File: src/rtl/baser_257b_pkg.sv
`default_nettype none
// ============================================================================
//  Module   : baser_257b_pkg
//  Purpose  : Shared constants, block-type tables and helpers for the
//             256b/257b transcoded BASE-R stream checker.
//  Revision : 1.0  initial release
// ============================================================================
package baser_257b_pkg;

    // Header bit values (bit 0 of the transcoded word)
    localparam logic HDR_DATA = 1'b1;
    localparam logic HDR_CTRL = 1'b0;

    // Field offsets inside a hdr=0 word
    localparam int FLAG_LSB = 1;
    localparam int FLAG_W   = 4;
    localparam int NIB_LSB  = 5;
    localparam int NIB_W    = 4;
    localparam int REM_LSB  = 9;
    localparam int TYPE_W   = 8;

    // Flags pattern that claims all four lanes are data (illegal with hdr=0)
    localparam logic [FLAG_W-1:0] FLAGS_ALL_DATA = 4'hF;

    // Legal 64b/66b control block types
    localparam int NUM_LEGAL_TYPES = 15;
    localparam logic [TYPE_W-1:0] LEGAL_TYPES [NUM_LEGAL_TYPES] = '{
        8'h1E, 8'h2D, 8'h33, 8'h4B, 8'h55, 8'h66, 8'h78, 8'h87,
        8'h99, 8'hAA, 8'hB4, 8'hCC, 8'hD2, 8'hE1, 8'hFF
    };

    typedef enum logic [0:0] {
        HUNT   = 1'b0,
        LOCKED = 1'b1
    } lock_state_t;

    function automatic logic is_legal_type(input logic [TYPE_W-1:0] t);
        logic ok;
        ok = 1'b0;
        for (int i = 0; i < NUM_LEGAL_TYPES; i++) begin
            if (LEGAL_TYPES[i] == t) ok = 1'b1;
        end
        return ok;
    endfunction

    // The compressed type field carries only the upper nibble of the type
    function automatic logic is_legal_nibble(input logic [NIB_W-1:0] n);
        logic ok;
        logic [TYPE_W-1:0] t;
        ok = 1'b0;
        for (int i = 0; i < NUM_LEGAL_TYPES; i++) begin
            t = LEGAL_TYPES[i];
            if (t[TYPE_W-1 -: NIB_W] == n) ok = 1'b1;
        end
        return ok;
    endfunction

endpackage
`default_nettype wire

File: src/rtl/baser_257b_stream_checker_lane_extract.sv
`default_nettype none
// ============================================================================
//  Module   : baser_257b_lane_extract
//  Purpose  : Combinational unpacking of a 257b transcoded word into four
//             64b lanes with per-lane type and control markers.
//  Revision : 1.0  initial release
// ============================================================================
module baser_257b_lane_extract
    import baser_257b_pkg::*;
#(
    parameter int DATA_WIDTH = 64,
    parameter int LANES      = 4,
    parameter int TC_WIDTH   = LANES*DATA_WIDTH + 1
) (
    input  logic [TC_WIDTH-1:0]                 tx_coded,
    output logic [LANES-1:0][DATA_WIDTH-1:0]    lane_payload,
    output logic [LANES-1:0][TYPE_W-1:0]        lane_type,
    output logic [LANES-1:0]                    lane_ctrl,
    output logic [LANES-1:0]                    lane_first_ctrl,
    output logic [NIB_W-1:0]                    comp_nibble,
    output logic                                all_data_flags
);

    localparam int IDX_W    = $clog2(LANES) + 1;
    localparam int REM_W    = DATA_WIDTH - TYPE_W;
    localparam int SLOT_LSB = REM_LSB + REM_W;

    logic                         hdr;
    logic [FLAG_W-1:0]            flags;
    logic [IDX_W-1:0]             first_idx;
    logic [DATA_WIDTH-1:0]        first_word;
    logic [LANES-2:0][DATA_WIDTH-1:0] slot;

    assign hdr            = tx_coded[0];
    assign flags          = tx_coded[FLAG_LSB +: FLAG_W];
    assign comp_nibble    = tx_coded[NIB_LSB +: NIB_W];
    assign all_data_flags = (hdr == HDR_CTRL) && (flags == FLAGS_ALL_DATA);

    // First control lane rebuilt from the 56b remainder; its low type nibble is not transmitted
    assign first_word = {tx_coded[REM_LSB +: REM_W], comp_nibble, 4'h0};

    // Lowest-indexed control lane; LANES when there is none
    always_comb begin
        first_idx = IDX_W'(LANES);
        for (int k = LANES-1; k >= 0; k--) begin
            if (!flags[k]) first_idx = IDX_W'(k);
        end
    end

    // The three full 64b slots that follow the first-lane remainder
    for (genvar j = 0; j < LANES-1; j++) begin : g_slot
        assign slot[j] = tx_coded[SLOT_LSB + j*DATA_WIDTH +: DATA_WIDTH];
    end

    // Lanes before the first control lane occupy their own slot, later lanes shift down by one
    for (genvar k = 0; k < LANES; k++) begin : g_lane
        localparam logic [IDX_W-1:0] LANE_IDX = IDX_W'(k);
        logic [DATA_WIDTH-1:0] own_slot;
        logic [DATA_WIDTH-1:0] prev_slot;

        if (k < LANES-1) begin : g_own
            assign own_slot = slot[k];
        end else begin : g_no_own
            assign own_slot = '0;
        end

        if (k > 0) begin : g_prev
            assign prev_slot = slot[k-1];
        end else begin : g_no_prev
            assign prev_slot = '0;
        end

        assign lane_payload[k]    = (hdr == HDR_DATA)      ? tx_coded[k*DATA_WIDTH + 1 +: DATA_WIDTH] :
                                    (LANE_IDX < first_idx) ? own_slot :
                                    (LANE_IDX == first_idx) ? first_word : prev_slot;
        assign lane_type[k]       = lane_payload[k][TYPE_W-1:0];
        assign lane_ctrl[k]       = (hdr == HDR_CTRL) && !flags[k];
        assign lane_first_ctrl[k] = (hdr == HDR_CTRL) && (first_idx == LANE_IDX);
    end

endmodule
`default_nettype wire

File: config.mk
export PLATFORM = sky130hd
export DESIGN_NAME = baser_257b_lane_extract
export DESIGN_NICKNAME = d
export VERILOG_FILES = /design/src/rtl/baser_257b_pkg.sv /design/src/rtl/baser_257b_stream_checker_lane_extract.sv
export SDC_FILE = /design/constraint.sdc
export NUM_CORES = 1
export LEC_CHECK = 0
export ABC_AREA = 1
export BUFFER_PORTS_ARGS = -buffer_cell sky130_fd_sc_hd__buf_2
export CORE_AREA = 2 2 216 218
export DETAILED_ROUTE_END_ITERATION = 12
export DIE_AREA = 0 0 218 220
export PLACE_DENSITY = 0.31
export REMOVE_ABC_BUFFERS = 1
export SYNTH_ARGS = -nofsm -noshare
export SYNTH_HDL_FRONTEND = slang
export SYNTH_SLANG_ARGS = --single-unit
File: constraint.sdc
create_clock -name vclk -period 1.88
set_input_delay 0.376 -clock vclk [all_inputs]
set_output_delay 0.376 -clock vclk [all_outputs]
set_load 0.02 [all_outputs]
==> reports/qor.tcl, run 1 <==
set qor(run_status) {complete, but fails checks}
set qor(failed_checks) {negative setup slack}
set qor(crit_path_cell_trace) {buf_12 -> nand2_8 -> nor2_4 -> buf_12 -> buf_12 -> buf_8 -> nand2_2 -> o211ai_1 -> buf_2}
set qor(place_congestion) 0.910
set qor(netlist-cell-type-count) 19
set qor(final_net_count) 1950
set qor(sequentialPowerShare_pct) 0
set qor(grt.overflow.total) 0
set qor(timing.critical_path.arrival_ps) 1530
set qor(final_period_minus_worst_setup_slack_ps) 1910
set qor(final_hpwl_from_detailed_placement_um) 31900
set qor(drt-pass1-iter-count) 5
set qor(clkbuf_count) 0
set qor(final_critical_path_setup_slack_ps) -26.1
set qor(port_buffers) 558
set qor(number_of_fill_cells_in_the_layout) 5376
set qor(placement.setup.worst_slack_ps) -154
set qor(tightestPinTransition_ps) 382
set qor(timing_worst_setup_path_type) {input pin to output port}
set qor(crit_path_end_kind) {output port}
set qor(fraction_of_layout_cells_with_a_size_suffix_above_1_pct) 50.5
set qor(vias_post_dr) 9606
set qor(initial_core_util_pct) 10.9
set qor(grt_max_degree) 40
set qor(floorplan.die.height_um) 220
set qor(global_route_wire_length_before_repair_um) 58000
set qor(power.share.switching_pct) 58.9
set qor(multi_input_area_um2) 4420
set qor(hold_end) {comp_nibble[2]}
set qor(yosysWarningCount) 0
set qor(switchingPower_mw) 1.93
set qor(max_cap_violations) 0
set qor(area_overhead_of_the_layout_relative_to_synthesis_pct) 124
set qor(use_met1_pct) 20.1
set qor(grt.busiest_layer) {met2}
set qor(grt.met3_usage_pct) 1.71
set qor(num_rows) 79
set qor(antenna_found_initial) 1
set qor(drt_first_iter_violations) 440
set qor(critPathMaxStageDelay_ps) 210
set qor(chipWidth_um) 218
set qor(postSynthAreaPerCell_um2) 4.40
set qor(antenna_cells_inserted) 0
set qor(grt.total_usage_pct) 15.9
set qor(worst_hold_path_type) {input pin to output port}
set qor(grt_use_met2_pct) 29.3
set qor(synth-seq-area-share_pct) 0
set qor(detailed_place.area_um2) 8880
set qor(final-setup-viol-count) 21
set qor(post-route-period-util_pct) 101
set qor(p_int_mw) 1.34
set qor(worst_setup_path_start_kind) {input pin}
set qor(synthesis.instances) 1135
set qor(die_area_um2) 48000
set qor(part_of_the_power_in_the_clock_network_pct) 0
set qor(layout.cells.most_common_list) {sky130_fd_sc_hd__buf_2, sky130_fd_sc_hd__nand2_1, sky130_fd_sc_hd__buf_4, sky130_fd_sc_hd__nand3_1, sky130_fd_sc_hd__inv_1}
set qor(timing.critical_path.slowest_stage_cell) {sky130_fd_sc_hd__buf_2}
set qor(finalInstanceArea_um2) 11200
set qor(syn_area_um2) 5000
set qor(cp_max_fo) 7
set qor(drt-wirelength-per-cell_um) 19.6
set qor(hold-path-cell-count) 2
set qor(io_pins) 558
set qor(p_leak_nw) 6.17
set qor(drt_wl_total_um) 45100
set qor(layout.area.seq_um2) 0
set qor(critical-path-top-cell-by-count) {sky130_fd_sc_hd__buf_12}
set qor(vias_per_cell) 4.18
set qor(max_freq_mhz) 525
set qor(number_of_global_route_vias_before_repair) 8937
set qor(maxSlewHeadroom_pct) 74.6
set qor(ir_worst_vdd_v) 0.000111
set qor(rsz0062_at_grt) {true}
set qor(floorplan.core_area_um2) 45900
set qor(seq_cells) 0
set qor(post_detailed_route_count_of_antenna_violating_nets) 0
set qor(min_from) {tx_coded[7]}
set qor(worst_ep_required_time_ps) 1500
set qor(count_of_final_hold_check_violations) 0
set qor(final_max_slew_viol_count) 0
set qor(cts.hold.buffers_added) 0
set qor(layout_commonest_cell) {sky130_fd_sc_hd__buf_2}
set qor(utilization_pct) 24.4
set qor(combinational_share_of_power_pct) 100.0
set qor(post-route-drc-count) 0
set qor(pwr_density_cell_nw_per_um2) 292
-- area by class of cell --
cell class                 count  area share, %
inverter                     160           5.50
multi-input combinational    850           39.5
timing repair buffer         681           48.2
tap                          607           6.79
-- through the flow --
| stage | power, mW | instances | hold WS, ps | TNS, ps |
|---|---|---|---|---|
| detailed placement | 2.68 | 2259 | 1040 | -12020 |
| CTS | 2.96 | 2280 | 1040 | -1540 |
| finish | 3.27 | 2298 | 1050 | -218 |
| global route | 3.50 | 2298 | 1060 | -4370 |
| global placement | 2.70 | 2259 | 1050 | -12390 |
| floorplan | 1.29 | 1010 | 752 | -776730 |
-- synth_stat cells (2+ instances only) --
master / instances / share of area, %
sky130_fd_sc_hd__nand2_1: 348 / 26
sky130_fd_sc_hd__nand3_1: 183 / 18
sky130_fd_sc_hd__nor2_1: 183 / 14
sky130_fd_sc_hd__inv_1: 159 / 12
sky130_fd_sc_hd__o21ai_0: 69 / 6.9
sky130_fd_sc_hd__o211ai_1: 59 / 8.9
sky130_fd_sc_hd__clkbuf_1: 56 / 4.2
sky130_fd_sc_hd__buf_4: 38 / 5.7
sky130_fd_sc_hd__buf_2: 26 / 2.6
sky130_fd_sc_hd__buf_1: 4 / 0.30
sky130_fd_sc_hd__o22ai_1: 2 / 0.25
-- power groups by stage --
| stage | Sequential [mW] | Clock [mW] | Combinational (mW) |
|---|---|---|---|
| 2_1_floorplan | 0 | 0 | 1.29 |
| 3_3_place_gp | 0 | 0 | 2.70 |
| 3_5_place_dp | 0 | 0 | 2.68 |
| 4_1_cts | 0 | 0 | 2.96 |
| 5_1_grt | 0 | 0 | 3.50 |
| 6_report | 0 | 0 | 3.27 |
-- kinds of logic (layout without fill, tap and decap cells) --
kind of cell           Yosys count  in the layout  synth area share (%)
and+or+nand+nor                719            719                  58.9
AOI/OAI and AO/OA              131            131                  16.2
buffers and inverters          285            841                  24.9
-- per-layer routing --
layer / vias to the layer above / share of wire, %
met1: 4503 / 43
met3: 48 / 5.7
met4: 2 / 1.9
li1: 4648 / -
met2: 405 / 50
met5: - / 0.029
-- worst max-delay path, delay by kind of cell --
family	cells	cell delay, ps
AND/OR/NAND/NOR	3	270
buffers and inverters	5	740
AO/OA/AOI/OAI	1	110
-- worst max-delay path by stage --
stage / from / to / slack [ps] / depth (start not counted)
floorplan: tx_coded[0] / lane_payload[68] / -4730 / 5
global placement: tx_coded[3] / lane_type[28] / -170 / 9
detailed placement: tx_coded[3] / lane_type[28] / -150 / 9
CTS: tx_coded[1] / lane_type[28] / -60 / 10
global route: tx_coded[1] / lane_payload[71] / -100 / 9
finish: tx_coded[1] / lane_type[13] / -30 / 9
-- repair_timing --
item | CTS | global route
pin swaps | 16 | 71
setup buffers | 12 | 8
setup endpoints to repair | 225 | 216
gates resized for setup | 177 | 350
cloned | 9 | 16
hold endpoints to repair | 0 | 0
(Power assumes the default switching activity.)
==> run 2, diff against run 1 <==
--- a/config.mk
+++ b/config.mk
@@ -5,12 +5,11 @@
 export SDC_FILE = /design/constraint.sdc
 export NUM_CORES = 1
 export LEC_CHECK = 0
-export ABC_AREA = 1
 export BUFFER_PORTS_ARGS = -buffer_cell sky130_fd_sc_hd__buf_2
-export CORE_AREA = 2 2 216 218
+export CORE_AREA = 2 2 219 221
 export DETAILED_ROUTE_END_ITERATION = 12
-export DIE_AREA = 0 0 218 220
-export PLACE_DENSITY = 0.31
+export DIE_AREA = 0 0 221 223
+export PLACE_DENSITY = 0.33
 export REMOVE_ABC_BUFFERS = 1
 export SYNTH_ARGS = -nofsm -noshare
 export SYNTH_HDL_FRONTEND = slang
==> run 2 against run 1 <==
Compared with the run above:
- the run still ends with negative setup slack left
- via count decreased by 32%
- global-route usage decreased by 3.6 points
- critical path depth shrank 3
- critical path type unchanged
- critical endpoint is now lane_payload[250]
- largest cell class is now multi-input gates
- largest power group unchanged
==> reports/qor.tcl, run 2 <==
set qor(run_status) {complete, but fails checks}
set qor(failed_checks) {negative setup slack}
set qor(post-route-drc-count) 0
set qor(synth-seq-area-share_pct) 0
set qor(final_net_count) 1359
set qor(count_of_final_hold_check_violations) 0
set qor(pwr_density_cell_nw_per_um2) 305
set qor(final_max_slew_viol_count) 0
set qor(crit_path_start) {tx_coded[0]}
set qor(drt_first_iter_violations) 106
set qor(final-setup-viol-count) 193
set qor(power.share.switching_pct) 45.8
set qor(crit_path_end_kind) {output port}
set qor(netlist-cell-type-count) 18
set qor(ir_worst_vdd_v) 0.000123
set qor(drt_wl_total_um) 33800
set qor(total_power_mw) 3.63
set qor(synthesis.instances) 537
set qor(drt-pass1-iter-count) 4
set qor(initial_core_util_pct) 12.9
set qor(num_rows) 80
set qor(seq_cells) 0
set qor(min_from) {tx_coded[6]}
set qor(post-route-period-util_pct) 110
set qor(placed_cells_incl_taps) 1680
set qor(p_leak_nw) 5.84
set qor(maxSlewHeadroom_pct) 76.5
set qor(rsz0062_at_grt) {true}
set qor(post-synth-top-area-cell) {sky130_fd_sc_hd__mux2_4}
set qor(final_period_minus_worst_setup_slack_ps) 2070
set qor(floorplan.core_area_um2) 47100
set qor(clkbuf_count) 0
set qor(final_critical_path_setup_slack_ps) -191
set qor(grt_max_degree) 34
set qor(part_of_the_power_in_the_clock_network_pct) 0
set qor(drt-wirelength-per-cell_um) 19.7
set qor(chipWidth_um) 221
set qor(io_pins) 558
set qor(vias_post_dr) 6547
set qor(layout.area.seq_um2) 0
set qor(place_congestion) 0.800
set qor(post_synth_most_frequent_cells) {sky130_fd_sc_hd__mux2_2, sky130_fd_sc_hd__mux2_4, sky130_fd_sc_hd__nor2b_1, sky130_fd_sc_hd__buf_4, sky130_fd_sc_hd__buf_6}
set qor(synthDominantCellAreaShare_pct) 43.8
set qor(worst_setup_path_start_kind) {input pin}
set qor(post_detailed_route_count_of_antenna_violating_nets) 0
set qor(postSynthAreaPerCell_um2) 11.3
set qor(layout.cells.most_common_list) {sky130_fd_sc_hd__buf_2, sky130_fd_sc_hd__mux2_4, sky130_fd_sc_hd__buf_6, sky130_fd_sc_hd__mux2_2, sky130_fd_sc_hd__nor2b_1}
set qor(worst_hold_path_type) {input pin to output port}
set qor(syn_area_um2) 6060
set qor(timing.critical_path.arrival_ps) 1700
set qor(antenna_found_initial) 1
set qor(layout.cells.non_filler) 1716
set qor(die_area_um2) 49300
set qor(global_route_wire_length_before_repair_um) 46200
set qor(final_hpwl_from_detailed_placement_um) 25700
set qor(layout_commonest_cell) {sky130_fd_sc_hd__buf_2}
set qor(max_freq_mhz) 483
set qor(cp_max_fo) 16
set qor(grt.total_usage_pct) 12.3
set qor(max_cap_violations) 0
set qor(p_int_mw) 1.97
set qor(timing_worst_setup_path_type) {input pin to output port}
set qor(totalNegativeSetupSlack_ps) -17840
set qor(port_buffers) 558
set qor(floorplan.die.height_um) 223
set qor(vias_per_cell) 3.82
set qor(switchingPower_mw) 1.66
set qor(number_of_global_route_vias_before_repair) 6748
set qor(combinational_share_of_power_pct) 100.0
set qor(fraction_of_layout_cells_with_a_size_suffix_above_1_pct) 92.7
set qor(finalHoldWorstSlack_ps) 1030
set qor(cts.hold.buffers_added) 0
set qor(tightestPinTransition_ps) 351
set qor(yosys-top-cells-area) {sky130_fd_sc_hd__mux2_4, sky130_fd_sc_hd__mux2_2, sky130_fd_sc_hd__nor2b_1}
set qor(area_overhead_of_the_layout_relative_to_synthesis_pct) 96.2
set qor(grt.overflow.total) 0
set qor(sequentialPowerShare_pct) 0
set qor(yosysWarningCount) 0
set qor(synth_most_common_cell) {sky130_fd_sc_hd__mux2_2}
set qor(worst_ep_required_time_ps) 1500
==> run 2: cell types whose count changed in the layout (fill, tap and decap cells not counted), moves of 121 or more <==
| cell | delta |
|---|---|
| sky130_fd_sc_hd__mux2_4 | +239 |
| sky130_fd_sc_hd__inv_1 | -142 |
| sky130_fd_sc_hd__buf_4 | -149 |
| sky130_fd_sc_hd__nand3_1 | -152 |
| sky130_fd_sc_hd__mux2_2 | +121 |
| sky130_fd_sc_hd__buf_6 | +134 |
| sky130_fd_sc_hd__nand2_1 | -293 |
==> run 2: worst paths after layout <==
check                      endpoint  slack, ps  cells after the start
setup / recovery  lane_payload[250]       -190                      6
hold / removal       comp_nibble[1]       1030                      2
==> run 2: metal layers <==
layer  routed length, um  GRT usage, %
met1               14300          15.0
met2               17500          23.8
met3                1690          1.65
met4                 327         0.649
met5                  13             0
==> run 2: cell families (layout without fill, tap and decap cells) <==
| group | after synthesis | in the layout | share of synthesized area, % |
|---|---|---|---|
| buf+inv | 88 | 651 | 12.5 |
| simple gates | 77 | 77 | 7.94 |
| mux | 360 | 360 | 77.8 |
| compound gates | 12 | 12 | 1.71 |
| other cells | 0 | 1 | 0 |
==> run 2: power by group through the flow <==
stage / sequential (mW) / combinational [mW] / clock (mW)
2_1_floorplan: 0 / 1.68 / 0
3_3_place_gp: 0 / 2.89 / 0
3_5_place_dp: 0 / 2.88 / 0
4_1_cts: 0 / 3.51 / 0
5_1_grt: 0 / 3.81 / 0
6_report: 0 / 3.63 / 0.00000000761
==> run 2: stage by stage <==
stage	area, um2	util (%)	setup WS (ps)
5_1_grt	11900	25.2	-218
2_1_floorplan	5300	-	-2180
3_5_place_dp	9510	20.2	-225
4_1_cts	11400	24.3	-200
3_3_place_gp	9510	20.2	-210
6_report	11900	25.2	-191
==> run 2: final cells by class <==
cell class                      instances  area (um2)
Fill cell                            5087       35200
Antenna cell                            1        2.50
Tap cell                              615         769
Multi-Input combinational cell        449        5580
Timing Repair Buffer                  651        5550
==> run 2: critical path, stage by stage <==
cell and delay [ps]:
sky130_fd_sc_hd__buf_8 110, sky130_fd_sc_hd__and4b_4 380, sky130_fd_sc_hd__buf_12 180, sky130_fd_sc_hd__buf_12 150, sky130_fd_sc_hd__mux2_4 300, sky130_fd_sc_hd__buf_2 160
==> run 2: timing repair <==
action,in CTS,in global routing
setup buffers,24,6
hold endpoints to repair,0,0
pin swaps,0,1
gates cloned,13,3
setup endpoints to repair,281,272
gates resized for setup,401,171
